`src/rtl/fofb_readout_sequencer_if.sv`:
```
// -----------------------------------------------------------------------------
// fofb_readout_sequencer_if
//
// Purpose: the beat stream from the FOFB readout sequencer to the correction
// datapath.
//
// Handshake: a beat transfers on every cycle where outValid and outReady are
// both high. The source never retracts a beat: while outValid is high and
// outReady is low, outValid stays high and outIndex/outLast/outX/outY/outS
// stay unchanged. outReady may be high while outValid is low.
//
// Signals:
//   outValid  source -> sink  beat valid
//   outReady  sink -> source  sink accepts the beat
//   outIndex  source -> sink  FOFB index of the beat
//   outX/Y/S  source -> sink  32-bit payload words
//   outLast   source -> sink  final beat of the scan
// -----------------------------------------------------------------------------
interface fofb_readout_sequencer_if #(
   parameter int FOFB_INDEX_WIDTH = 9
);
   logic                        outValid;
   logic                        outReady;
   logic [FOFB_INDEX_WIDTH-1:0] outIndex;
   logic [31:0]                 outX;
   logic [31:0]                 outY;
   logic [31:0]                 outS;
   logic                        outLast;

   modport master (
      output outValid,
      output outIndex,
      output outX,
      output outY,
      output outS,
      output outLast,
      input  outReady
   );

   modport slave (
      input  outValid,
      input  outIndex,
      input  outX,
      input  outY,
      input  outS,
      input  outLast,
      output outReady
   );
endinterface

```
`src/rtl/fofb_readout_sequencer.sv`:
```
// -----------------------------------------------------------------------------
// fofb_readout_sequencer
//
// Purpose: owns the read port of the FOFB link readout DPRAM (one-cycle read
// latency). On start it snapshots the present-BPM bitmap and walks the FOFB
// indices upward, reading only present BPMs, and streams {index, last, X, Y, S}
// beats to the correction datapath. A host read path shares the same DPRAM
// port through a round-robin arbiter.
//
// Ports:
//   sysClk, sysReset          clock, asynchronous active-high reset
//   start                     one-cycle pulse: begin a scan
//   bpmBitmap[N-1:0]          present-BPM map, sampled when start is accepted
//   readoutAddress            DPRAM read address
//   readoutX/Y/S              DPRAM data, valid one cycle after the address
//   out_bus (master)          beat stream, see fofb_readout_sequencer_if
//   hostReq, hostAddress      host read request (level) and index
//   hostValid, hostData       one-cycle pulse with {S,Y,X}
//   busy, done                scan in progress / one-cycle completion pulse
//   beatCount                 beats emitted by the last completed scan
//   overrunStrobe             start arrived while busy
//   dbg_state                 FSM state (0 idle, 1 scan, 2 drain)
// -----------------------------------------------------------------------------
module fofb_readout_sequencer #(
   parameter int FOFB_INDEX_WIDTH = 9
) (
   input  logic                             sysClk,
   input  logic                             sysReset,
   input  logic                             start,
   input  logic [(1<<FOFB_INDEX_WIDTH)-1:0] bpmBitmap,
   output logic [FOFB_INDEX_WIDTH-1:0]      readoutAddress,
   input  logic [31:0]                      readoutX,
   input  logic [31:0]                      readoutY,
   input  logic [31:0]                      readoutS,
   fofb_readout_sequencer_if.master         out_bus,
   input  logic                             hostReq,
   input  logic [FOFB_INDEX_WIDTH-1:0]      hostAddress,
   output logic                             hostValid,
   output logic [95:0]                      hostData,
   output logic                             busy,
   output logic                             done,
   output logic [FOFB_INDEX_WIDTH:0]        beatCount,
   output logic                             overrunStrobe,
   output logic [1:0]                       dbg_state
);

   localparam int W = FOFB_INDEX_WIDTH;
   localparam int N = 1 << W;

   localparam logic [1:0] ST_IDLE  = 2'd0;
   localparam logic [1:0] ST_SCAN  = 2'd1;
   localparam logic [1:0] ST_DRAIN = 2'd2;

   typedef struct packed {
      logic [W-1:0] idx;
      logic         last;
      logic [31:0]  s;
      logic [31:0]  y;
      logic [31:0]  x;
   } beat_t;

   // FSM and scanner state
   logic [1:0]   state_q, state_d;
   logic [N-1:0] snap_q, snap_d;
   logic [N-1:0] snap_next;
   logic [W-1:0] idx_q, idx_d;
   logic [W:0]   beat_cnt_q, beat_cnt_d;
   logic [W:0]   beat_count_q, beat_count_d;
   logic         done_c;

   // Reads in flight (issued last cycle, data on readoutX/Y/S this cycle)
   logic         scan_inflight_q, scan_inflight_d;
   logic [W-1:0] inflight_idx_q, inflight_idx_d;
   logic         inflight_last_q, inflight_last_d;
   logic         host_inflight_q, host_inflight_d;

   // Arbiter: 1 means the host wins the next contended cycle
   logic         prio_host_q, prio_host_d;

   // Two-entry output FIFO
   beat_t        fifo_q [2];
   beat_t        fifo_d [2];
   logic         wr_ptr_q, wr_ptr_d;
   logic         rd_ptr_q, rd_ptr_d;
   logic [1:0]   count_q, count_d;

   logic         head_valid;
   beat_t        head;
   beat_t        arriving;
   logic         pop;
   logic         pop_mem;
   logic         push;
   logic [1:0]   occ_after;
   logic         scan_req;
   logic         host_req;
   logic         grant_scan;
   logic         grant_host;

   // ---------------------------------------------------------------------------
   // Output buffer. A beat whose data is arriving this cycle is offered
   // directly when the FIFO is empty, so the first beat is visible two cycles
   // after start. If it is not taken it is written into the FIFO and presented
   // unchanged from there on the next cycle.
   // ---------------------------------------------------------------------------
   always_comb begin
      arriving.idx  = inflight_idx_q;
      arriving.last = inflight_last_q;
      arriving.s    = readoutS;
      arriving.y    = readoutY;
      arriving.x    = readoutX;
   end

   assign head_valid = (count_q != 2'd0) || scan_inflight_q;
   assign head       = (count_q != 2'd0) ? fifo_q[rd_ptr_q] : arriving;
   assign pop        = head_valid && out_bus.outReady;
   assign pop_mem    = pop && (count_q != 2'd0);
   assign push       = scan_inflight_q && !((count_q == 2'd0) && pop);

   always_comb begin
      fifo_d = fifo_q;
      if (push) begin
         fifo_d[wr_ptr_q] = arriving;
      end
      wr_ptr_d = wr_ptr_q ^ push;
      rd_ptr_d = rd_ptr_q ^ pop_mem;
      count_d  = count_q + {1'b0, push} - {1'b0, pop_mem};
   end

   // Entries that will still be held after this cycle's pop, counting the read
   // now in flight. Subtracting the pop lets a read issue every cycle while
   // the sink keeps up; keeping this below 2 bounds the FIFO at 2 entries.
   assign occ_after = count_q + {1'b0, scan_inflight_q} - {1'b0, pop};

   // ---------------------------------------------------------------------------
   // Arbitration: one DPRAM read per cycle. On contention the requester not
   // favoured last time wins; the preference only flips on contended cycles.
   // ---------------------------------------------------------------------------
   assign scan_req   = (state_q == ST_SCAN) && snap_q[0] && (occ_after < 2'd2);
   assign host_req   = hostReq && !host_inflight_q && !sysReset;
   assign grant_host = host_req && (!scan_req || prio_host_q);
   assign grant_scan = scan_req && (!host_req || !prio_host_q);

   always_comb begin
      readoutAddress = '0;
      if (grant_host) begin
         readoutAddress = hostAddress;
      end else if (grant_scan) begin
         readoutAddress = idx_q;
      end
   end

   always_comb begin
      scan_inflight_d = grant_scan;
      inflight_idx_d  = grant_scan ? idx_q : inflight_idx_q;
      // Last is known at issue: nothing is left above the current index.
      inflight_last_d = grant_scan ? (snap_q[N-1:1] == '0) : inflight_last_q;
      host_inflight_d = grant_host;
      prio_host_d     = (scan_req && host_req) ? !prio_host_q : prio_host_q;
   end

   // ---------------------------------------------------------------------------
   // Scan FSM. One index per cycle: absent BPMs are skipped, a present BPM
   // waits for its grant. The scan ends once the remaining snapshot is empty.
   // ---------------------------------------------------------------------------
   always_comb begin
      state_d      = state_q;
      snap_d       = snap_q;
      idx_d        = idx_q;
      beat_cnt_d   = beat_cnt_q + (W+1)'(pop);
      beat_count_d = beat_count_q;
      done_c       = 1'b0;
      snap_next    = snap_q >> 1;
      case (state_q)
         ST_IDLE: begin
            if (start) begin
               state_d    = ST_SCAN;
               snap_d     = bpmBitmap;
               idx_d      = '0;
               beat_cnt_d = '0;
            end
         end
         ST_SCAN: begin
            if (!snap_q[0] || grant_scan) begin
               snap_d = snap_next;
               idx_d  = idx_q + W'(1);
            end
            if (snap_d == '0) begin
               state_d = ST_DRAIN;
            end
         end
         ST_DRAIN: begin
            // FIFO empty and nothing in flight also means no beat is handshaking.
            if ((count_q == 2'd0) && !scan_inflight_q) begin
               state_d      = ST_IDLE;
               done_c       = 1'b1;
               beat_count_d = beat_cnt_q;
            end
         end
         default: begin
            state_d = ST_IDLE;
         end
      endcase
   end

   always_ff @(posedge sysClk or posedge sysReset) begin
      if (sysReset) begin
         state_q         <= ST_IDLE;
         snap_q          <= '0;
         idx_q           <= '0;
         beat_cnt_q      <= '0;
         beat_count_q    <= '0;
         scan_inflight_q <= 1'b0;
         inflight_idx_q  <= '0;
         inflight_last_q <= 1'b0;
         host_inflight_q <= 1'b0;
         prio_host_q     <= 1'b0;
         fifo_q[0]       <= '0;
         fifo_q[1]       <= '0;
         wr_ptr_q        <= 1'b0;
         rd_ptr_q        <= 1'b0;
         count_q         <= 2'd0;
      end else begin
         state_q         <= state_d;
         snap_q          <= snap_d;
         idx_q           <= idx_d;
         beat_cnt_q      <= beat_cnt_d;
         beat_count_q    <= beat_count_d;
         scan_inflight_q <= scan_inflight_d;
         inflight_idx_q  <= inflight_idx_d;
         inflight_last_q <= inflight_last_d;
         host_inflight_q <= host_inflight_d;
         prio_host_q     <= prio_host_d;
         fifo_q          <= fifo_d;
         wr_ptr_q        <= wr_ptr_d;
         rd_ptr_q        <= rd_ptr_d;
         count_q         <= count_d;
      end
   end

   // ---------------------------------------------------------------------------
   // Outputs. Payload is forced to zero when no beat is offered so that every
   // output reads 0 while in reset.
   // ---------------------------------------------------------------------------
   assign out_bus.outValid = head_valid;
   assign out_bus.outIndex = head_valid ? head.idx  : '0;
   assign out_bus.outLast  = head_valid ? head.last : 1'b0;
   assign out_bus.outX     = head_valid ? head.x    : '0;
   assign out_bus.outY     = head_valid ? head.y    : '0;
   assign out_bus.outS     = head_valid ? head.s    : '0;

   assign hostValid     = host_inflight_q;
   assign hostData      = host_inflight_q ? {readoutS, readoutY, readoutX} : '0;
   assign busy          = (state_q != ST_IDLE);
   assign done          = done_c;
   assign beatCount     = beat_count_q;
   // The done cycle is still busy, so a start there counts as an overrun.
   assign overrunStrobe = start && busy;
   assign dbg_state     = state_q;

endmodule

```
`src/flat_wrapper.sv`:
```
// flat-port wrapper written by rule: the top's interface ports become plain ports
module fofb_readout_sequencer_flat 
#(
   parameter int FOFB_INDEX_WIDTH = 9
)
  (sysClk, sysReset, start, bpmBitmap, readoutAddress, readoutX, readoutY, readoutS, hostReq, hostAddress, hostValid, hostData, busy, done, beatCount, overrunStrobe, dbg_state, out_bus_outValid, out_bus_outIndex, out_bus_outX, out_bus_outY, out_bus_outS, out_bus_outLast, out_bus_outReady);
  fofb_readout_sequencer_if #(.FOFB_INDEX_WIDTH(FOFB_INDEX_WIDTH)) out_bus_i ();
  input  logic sysClk;
  input  logic sysReset;
  input  logic start;
  input  logic [(1<<FOFB_INDEX_WIDTH)-1:0] bpmBitmap;
  output logic [FOFB_INDEX_WIDTH-1:0] readoutAddress;
  input  logic [31:0] readoutX;
  input  logic [31:0] readoutY;
  input  logic [31:0] readoutS;
  input  logic hostReq;
  input  logic [FOFB_INDEX_WIDTH-1:0] hostAddress;
  output logic hostValid;
  output logic [95:0] hostData;
  output logic busy;
  output logic done;
  output logic [FOFB_INDEX_WIDTH:0] beatCount;
  output logic overrunStrobe;
  output logic [1:0] dbg_state;
  output wire logic [$bits(out_bus_i.outValid)-1:0] out_bus_outValid;
  output wire logic [$bits(out_bus_i.outIndex)-1:0] out_bus_outIndex;
  output wire logic [$bits(out_bus_i.outX)-1:0] out_bus_outX;
  output wire logic [$bits(out_bus_i.outY)-1:0] out_bus_outY;
  output wire logic [$bits(out_bus_i.outS)-1:0] out_bus_outS;
  output wire logic [$bits(out_bus_i.outLast)-1:0] out_bus_outLast;
  input wire logic [$bits(out_bus_i.outReady)-1:0] out_bus_outReady;
  assign out_bus_outValid = out_bus_i.outValid;
  assign out_bus_outIndex = out_bus_i.outIndex;
  assign out_bus_outX = out_bus_i.outX;
  assign out_bus_outY = out_bus_i.outY;
  assign out_bus_outS = out_bus_i.outS;
  assign out_bus_outLast = out_bus_i.outLast;
  assign out_bus_i.outReady = out_bus_outReady;
  fofb_readout_sequencer #(.FOFB_INDEX_WIDTH(FOFB_INDEX_WIDTH)) u_core (.sysClk(sysClk), .sysReset(sysReset), .start(start), .bpmBitmap(bpmBitmap), .readoutAddress(readoutAddress), .readoutX(readoutX), .readoutY(readoutY), .readoutS(readoutS), .out_bus(out_bus_i), .hostReq(hostReq), .hostAddress(hostAddress), .hostValid(hostValid), .hostData(hostData), .busy(busy), .done(done), .beatCount(beatCount), .overrunStrobe(overrunStrobe), .dbg_state(dbg_state));
endmodule
```
`config.mk`:
```
export PLATFORM = sky130hd
export DESIGN_NAME = fofb_readout_sequencer_flat
export DESIGN_NICKNAME = d
export VERILOG_FILES = /design/src/rtl/fofb_readout_sequencer_if.sv /design/src/rtl/fofb_readout_sequencer.sv /design/src/flat_wrapper.sv
export SDC_FILE = /design/constraint.sdc
export NUM_CORES = 2
export LEC_CHECK = 0
export ABC_CLOCK_PERIOD_IN_PS = 75200
export CAP_MARGIN = 10
export CORE_AREA = 3 3 330 332
export CTS_CLUSTER_SIZE = 14
export DETAILED_ROUTE_END_ITERATION = 6
export DIE_AREA = 0 0 333 335
export GPL_ROUTABILITY_DRIVEN = 0
export GPL_TIMING_DRIVEN = 0
export SLEW_MARGIN = 0
export SYNTH_ARGS = -nofsm -noshare
export SYNTH_HDL_FRONTEND = slang
export SYNTH_SLANG_ARGS = --single-unit
```
`constraint.sdc`:
```
create_clock -name sysClk -period 75.2 [get_ports sysClk]
set_input_delay 22.56 -clock sysClk [delete_from_list [all_inputs] [get_ports sysClk]]
set_output_delay 22.56 -clock sysClk [all_outputs]
set_load 0.02 [all_outputs]
```
; ---- Word level (Yosys, flattened, before mapping)
; Index checks and enable logic that the tools add are counted.
; Widths: inputs -> output; s select.
[totals]
output_inout_bits = 228
in_bits = 622
wordCells = 110
register_bits = 772
[op_classes]
n_bitwise = 4
mux = 30
reduce_logical = 37
eq_ne = 6
addsub = 6
magnitude_cmp = 4
[ops]
columns = operator, count
row1 = $mux 512, 3
row2 = $pmux 512 s2, 1
row3 = $mux 106, 5
row4 = $logic_not 512->1, 1
row5 = $logic_not 511->1, 1
row6 = $bwmux 212, 1
row7 = $demux 106 s1, 1
row8 = $mux 32, 3
row9 = $mux 96, 1
row10 = $mux 9, 5
row11 = $mux 10, 2
row12 = $pmux 9 s2, 1
row13 = $logic_and 1x1->1, 14
row14 = $add 10x1->10, 1
row15 = $add 9x1->9 const B, 1
row16 = $logic_not 1->1, 8
row17 = $mux 2, 3
row18 = $ne 2x2->1 const B, 3
row19 = $pmux 2 s3, 1
row20 = $reduce_and 3->1, 2
row21 = $reduce_bool 2->1, 3
row22 = $add 2x1->2, 2
row23 = $ge 2x2->1 const B, 2
row24 = $logic_not 2->1, 2
row25 = other kinds (11), 20

; ---- Logic depth before layout (Yosys ltp)
[logic_depth]
depth_word = 13
ltp_mapped = 10
depth_no_buf = 8

; ---- Worst setup path before layout
; No wires, ideal clock.
[synth_path]
kind = in2out
from = in out_bus_outReady
to = out readoutAddress[0]
path_slack_ps = 28974
n_path_buf = 1
path_stages = 7
required_time_ps = 52640
arrival_ps = 23666
cell_sequence = nor2b_1 nor2_1 nor2_1 nand3_1 nor2_1 clkbuf_1 a22o_1
[synth_via]
elab_cells_between_ends = 10
cone_classes = add/sub: 1 / order compare: 1 / mux: 2 / reduce/logical: 6
[synth_rtl]
columns = element, line_no
row1 = from (decl), flat_wrapper.sv:31  ; input wire logic [$bits(out_bus_i.outReady)-1:0] out_bus_outReady;
row2 = $logic_and 1x1->1, fofb_readout_sequencer.sv:115  ; assign pop = head_valid && out_bus.outReady;
row3 = $sub 2x1->2, fofb_readout_sequencer.sv:132  ; assign occ_after = count_q + {1'b0, scan_inflight_q} - {1'b0, pop};
row4 = $lt 2x2->1, fofb_readout_sequencer.sv:138  ; assign scan_req = (state_q == ST_SCAN) && snap_q[0] && (occ_after < 2'd2);
row5 = $logic_and 1x1->1, fofb_readout_sequencer.sv:138
row6 = $logic_and 1x1->1, fofb_readout_sequencer.sv:141  ; assign grant_scan = scan_req && (!host_req || !prio_host_q);
row7 = via u_core.grant_scan, fofb_readout_sequencer.sv:96  ; logic grant_scan;
row8 = $mux 9, fofb_readout_sequencer.sv:147  ; end else if (grant_scan) begin
row9 = $mux 9, fofb_readout_sequencer.sv:145  ; if (grant_host) begin
row10 = to (decl), flat_wrapper.sv:12  ; output logic [FOFB_INDEX_WIDTH-1:0] readoutAddress;
; The timed path passes the listed nets, and every way through them passes these cells.

; ---- Worst setup path in the final report
[layout_path]
from = in out_bus_outReady
to = out readoutAddress[5]
; The elaborated chain is that of the path after synthesis.

==> flow_summary_export.csv <==
group,metric,value,unit
route,via_per_inst,6.11,
synth,netlist_area,39300,sq um
route,dr.first_iter.drc_count,4966,
layout,layout_common_cells,"848 x clkdlybuf4s50_1, 772 x dfrtp_1, 426 x o22a_1",
sta,tightest_slew,1.38,ns
synth,seq_area_frac_synth,49.1,%
floorplanning,initial_core_util,36.9,%
layout,syn2layout_area_growth,34.3,%
route,drt_pass1_iterations,7,
floorplanning,row_count,120,
synth,syn_nets,4559,
floorplanning,die-area,112000,sq um
clocking,cts_setup_buffers,0,
sta,fin_crit_sh,64.0,%
status,status,"finished with violations",
worst_setup_path,r2r_slack,70.84,ns
worst_setup_path,critical_path_required,52.64,ns
clocking,cts_buffers,87,
synth,synth-edff-count,0,
clocking,postCtsResizedCells,0,
worst_setup_path,start_kind,"input port",
status,failed_checks,"design-rule violations",
sta,period_needed,48.11,ns
global_routing,grt_pass1_vias,37673,
route,drt-wirelength-per-cell,30.0,um
worst_setup_path,cp-end-kind,"output port",
global_routing,globalRouteOverflowTotal,0,
worst_setup_path,crit_path_max_fanout,10,
sta,fin_tns_setup,0,ns
clocking,clk_pin_slew_worst_paths,0.06,ns
clocking,cts_buffer_depth,3,
route,wl,192000,um
floorplanning,core_area,107000,sq um
synth,ys.flop_type,"dfrtp_1",
placed_design,port_buffers,848,
global_routing,grt.total_usage,33.0,%
synth,avgSynthCellArea,10.0,sq um
clocking,clkLatencyLatePin,0.67,ns
global_routing,antenna_found_initial,55,
sta,hold_viol,0,
sta,rsz0062_at_grt,"no",
worst_setup_path,critPathKind,"in -> out",
sta,slew_viol_final,0,
pwr,p_leak,0.0210,uW
floorplanning,die_h,335,um
route,drc,38,
layout,drive_gt1_share,9.70,%
floorplanning,die-width,333,um
sta,fmaxAchievable,20.8,MHz
global_routing,grt_max_degree,115,
route,via_count,38935,
pwr,ir_drop,0.0221,mV
min_path,worstHoldPathType,"reg -> reg",
sta,hold_ws,0.494,ns
layout,final_nets,5506,
clocking,cts_tree,"done",
pwr,power_density,47.1,nW/um^2
synth,yosys_register_bits,772,
worst_setup_path,crit_arrival,25.55,ns
sta,setup_viol,0,
floorplanning,io_pins,850,
synth,postSynthCellCount,3930,
layout,final_core_utilization,49.5,%
clocking,hold_buffers,0,
clocking,cts_root_buf,"clkbuf_16",
clocking,htreeDepth,3,
synth,synthArstFlopShare,100,%
layout,layout_commonest_cell,"clkdlybuf4s50_1",
route,ant_nets,0,
global_routing,grt_pass1_wl,269000,um
sta,fin_skew,0.0376,ns
synth,ys.warnings.count,0,
placed_design,post-dp-hpwl,150000,um
sta,timing.slew.headroom,8.02,%
flow_run,cap_viol_max_count,0,
clocking,cts_sinks,772,
synth,yosysUniqueCellTypes,49,
-- per-layer routing --
layer	global-route usage, %	up-vias	part of all wire [%]
met5	0	-	0.13
met4	17.5	40	5.5
met3	8.59	440	9.9
met2	53.8	2247	47
met1	40.3	19458	37
li1	-	16750	-
-- through the flow --
stage | instance area [sq um] | std cells | worst slack, ns | total power, uW
2_1_floorplan | 39300 | 3930 | 28.97 | 1530
3_3_place_gp | 49600 | 6181 | 20.45 | 2000
3_5_place_dp | 49800 | 6189 | 27.08 | 2020
4_1_cts | 52700 | 6347 | 27.06 | 2470
5_1_grt | 52800 | 6365 | 26.92 | 2610
6_report | 52800 | 6377 | 27.09 | 2490
-- worst max-delay path, cell delays in order --
cell	delay, ns
clkdlybuf4s50_1	0.67
nor2b_1	0.23
nor2_1	0.07
nor2_1	0.12
nand3_1	0.15
nor2_1	0.15
clkbuf_1	0.61
a22o_1	0.34
clkdlybuf4s50_1	0.63
-- cell type report --
class / instances / area, sq um
Buffer: 382 / 1580
Clock buffer: 130 / 2590
Fill cell: 10029 / 53800
Timing Repair Buffer: 858 / 8710
Antenna cell: 28 / 70.1
Sequential cell: 772 / 19300
Tap cell: 1403 / 1760
Clock inverter: 28 / 348
Multi-Input combinational cell: 2631 / 17900
Inverter: 145 / 552
-- sequential cells by signal, summed over array words and instances, names as in the netlist, 2 cells and up --
register	cells
u_core.inflight_idx_q	9
u_core.idx_q	9
u_core.beatCount	10
u_core.fifo_q	212
u_core.beat_cnt_q	10
u_core.snap_q	512
u_core.dbg_state	2
u_core.count_q	2
-- final timing paths --
| path | to | from | depth (start not counted) |
|---|---|---|---|
| worst max-delay path | readoutAddress[5] | out_bus_outReady | 9 |
| worst min-delay path | u_core.prio_host_q | u_core.prio_host_q | 1 |
| worst max register to register | u_core.fifo_q[76] | u_core.count_q[1] | 9 |
| worst min register to register | u_core.prio_host_q | u_core.prio_host_q | 1 |
| max in group asynchronous | u_core.fifo_q[118] | sysReset | 4 |
| min in group asynchronous | u_core.idx_q[6] | sysReset | 2 |
-- synthesized netlist by cell type (all sizes together), types with 4 or more instances --
library cell	n	area share, %
nor2b	6	0.10
or3	4	0.064
nor2	277	2.7
o21ai	226	2.9
a22o	9	0.20
nor3b	76	1.5
mux2i	106	2.7
a21oi	117	1.5
o22a	426	9.5
nand3	117	1.5
a222oi	135	3.4
nand4	34	0.54
nor4	126	2.0
nand2	277	2.6
xor2	10	0.22
clkbuf	257	2.5
dfrtp	772	49
ha	7	0.22
xnor2	5	0.11
and2	101	1.6
nor3	15	0.19
inv	144	1.4
mux2	231	6.6
a31oi	184	2.9
o22ai	125	2.0
buf	125	1.6
-- power by group --
part / total [uW] / switching [uW] / internal [uW]
registers: 857 / 234 / 624
clock network: 447 / 185 / 262
logic: 1180 / 647 / 534
total: 2490 / 1070 / 1420
-- cell families after synthesis --
group,after synthesis,synth area share (%)
DFF,772,49.1
adders and majority gates,7,0.223
buffers and inverters,527,5.40
muxes,337,9.32
and+or+nand+nor,1040,12.9
xor gates and xnor gates,15,0.334
AOI/OAI and AO/OA,1232,22.6
Note: power is estimated with default switching activity, not from simulation.
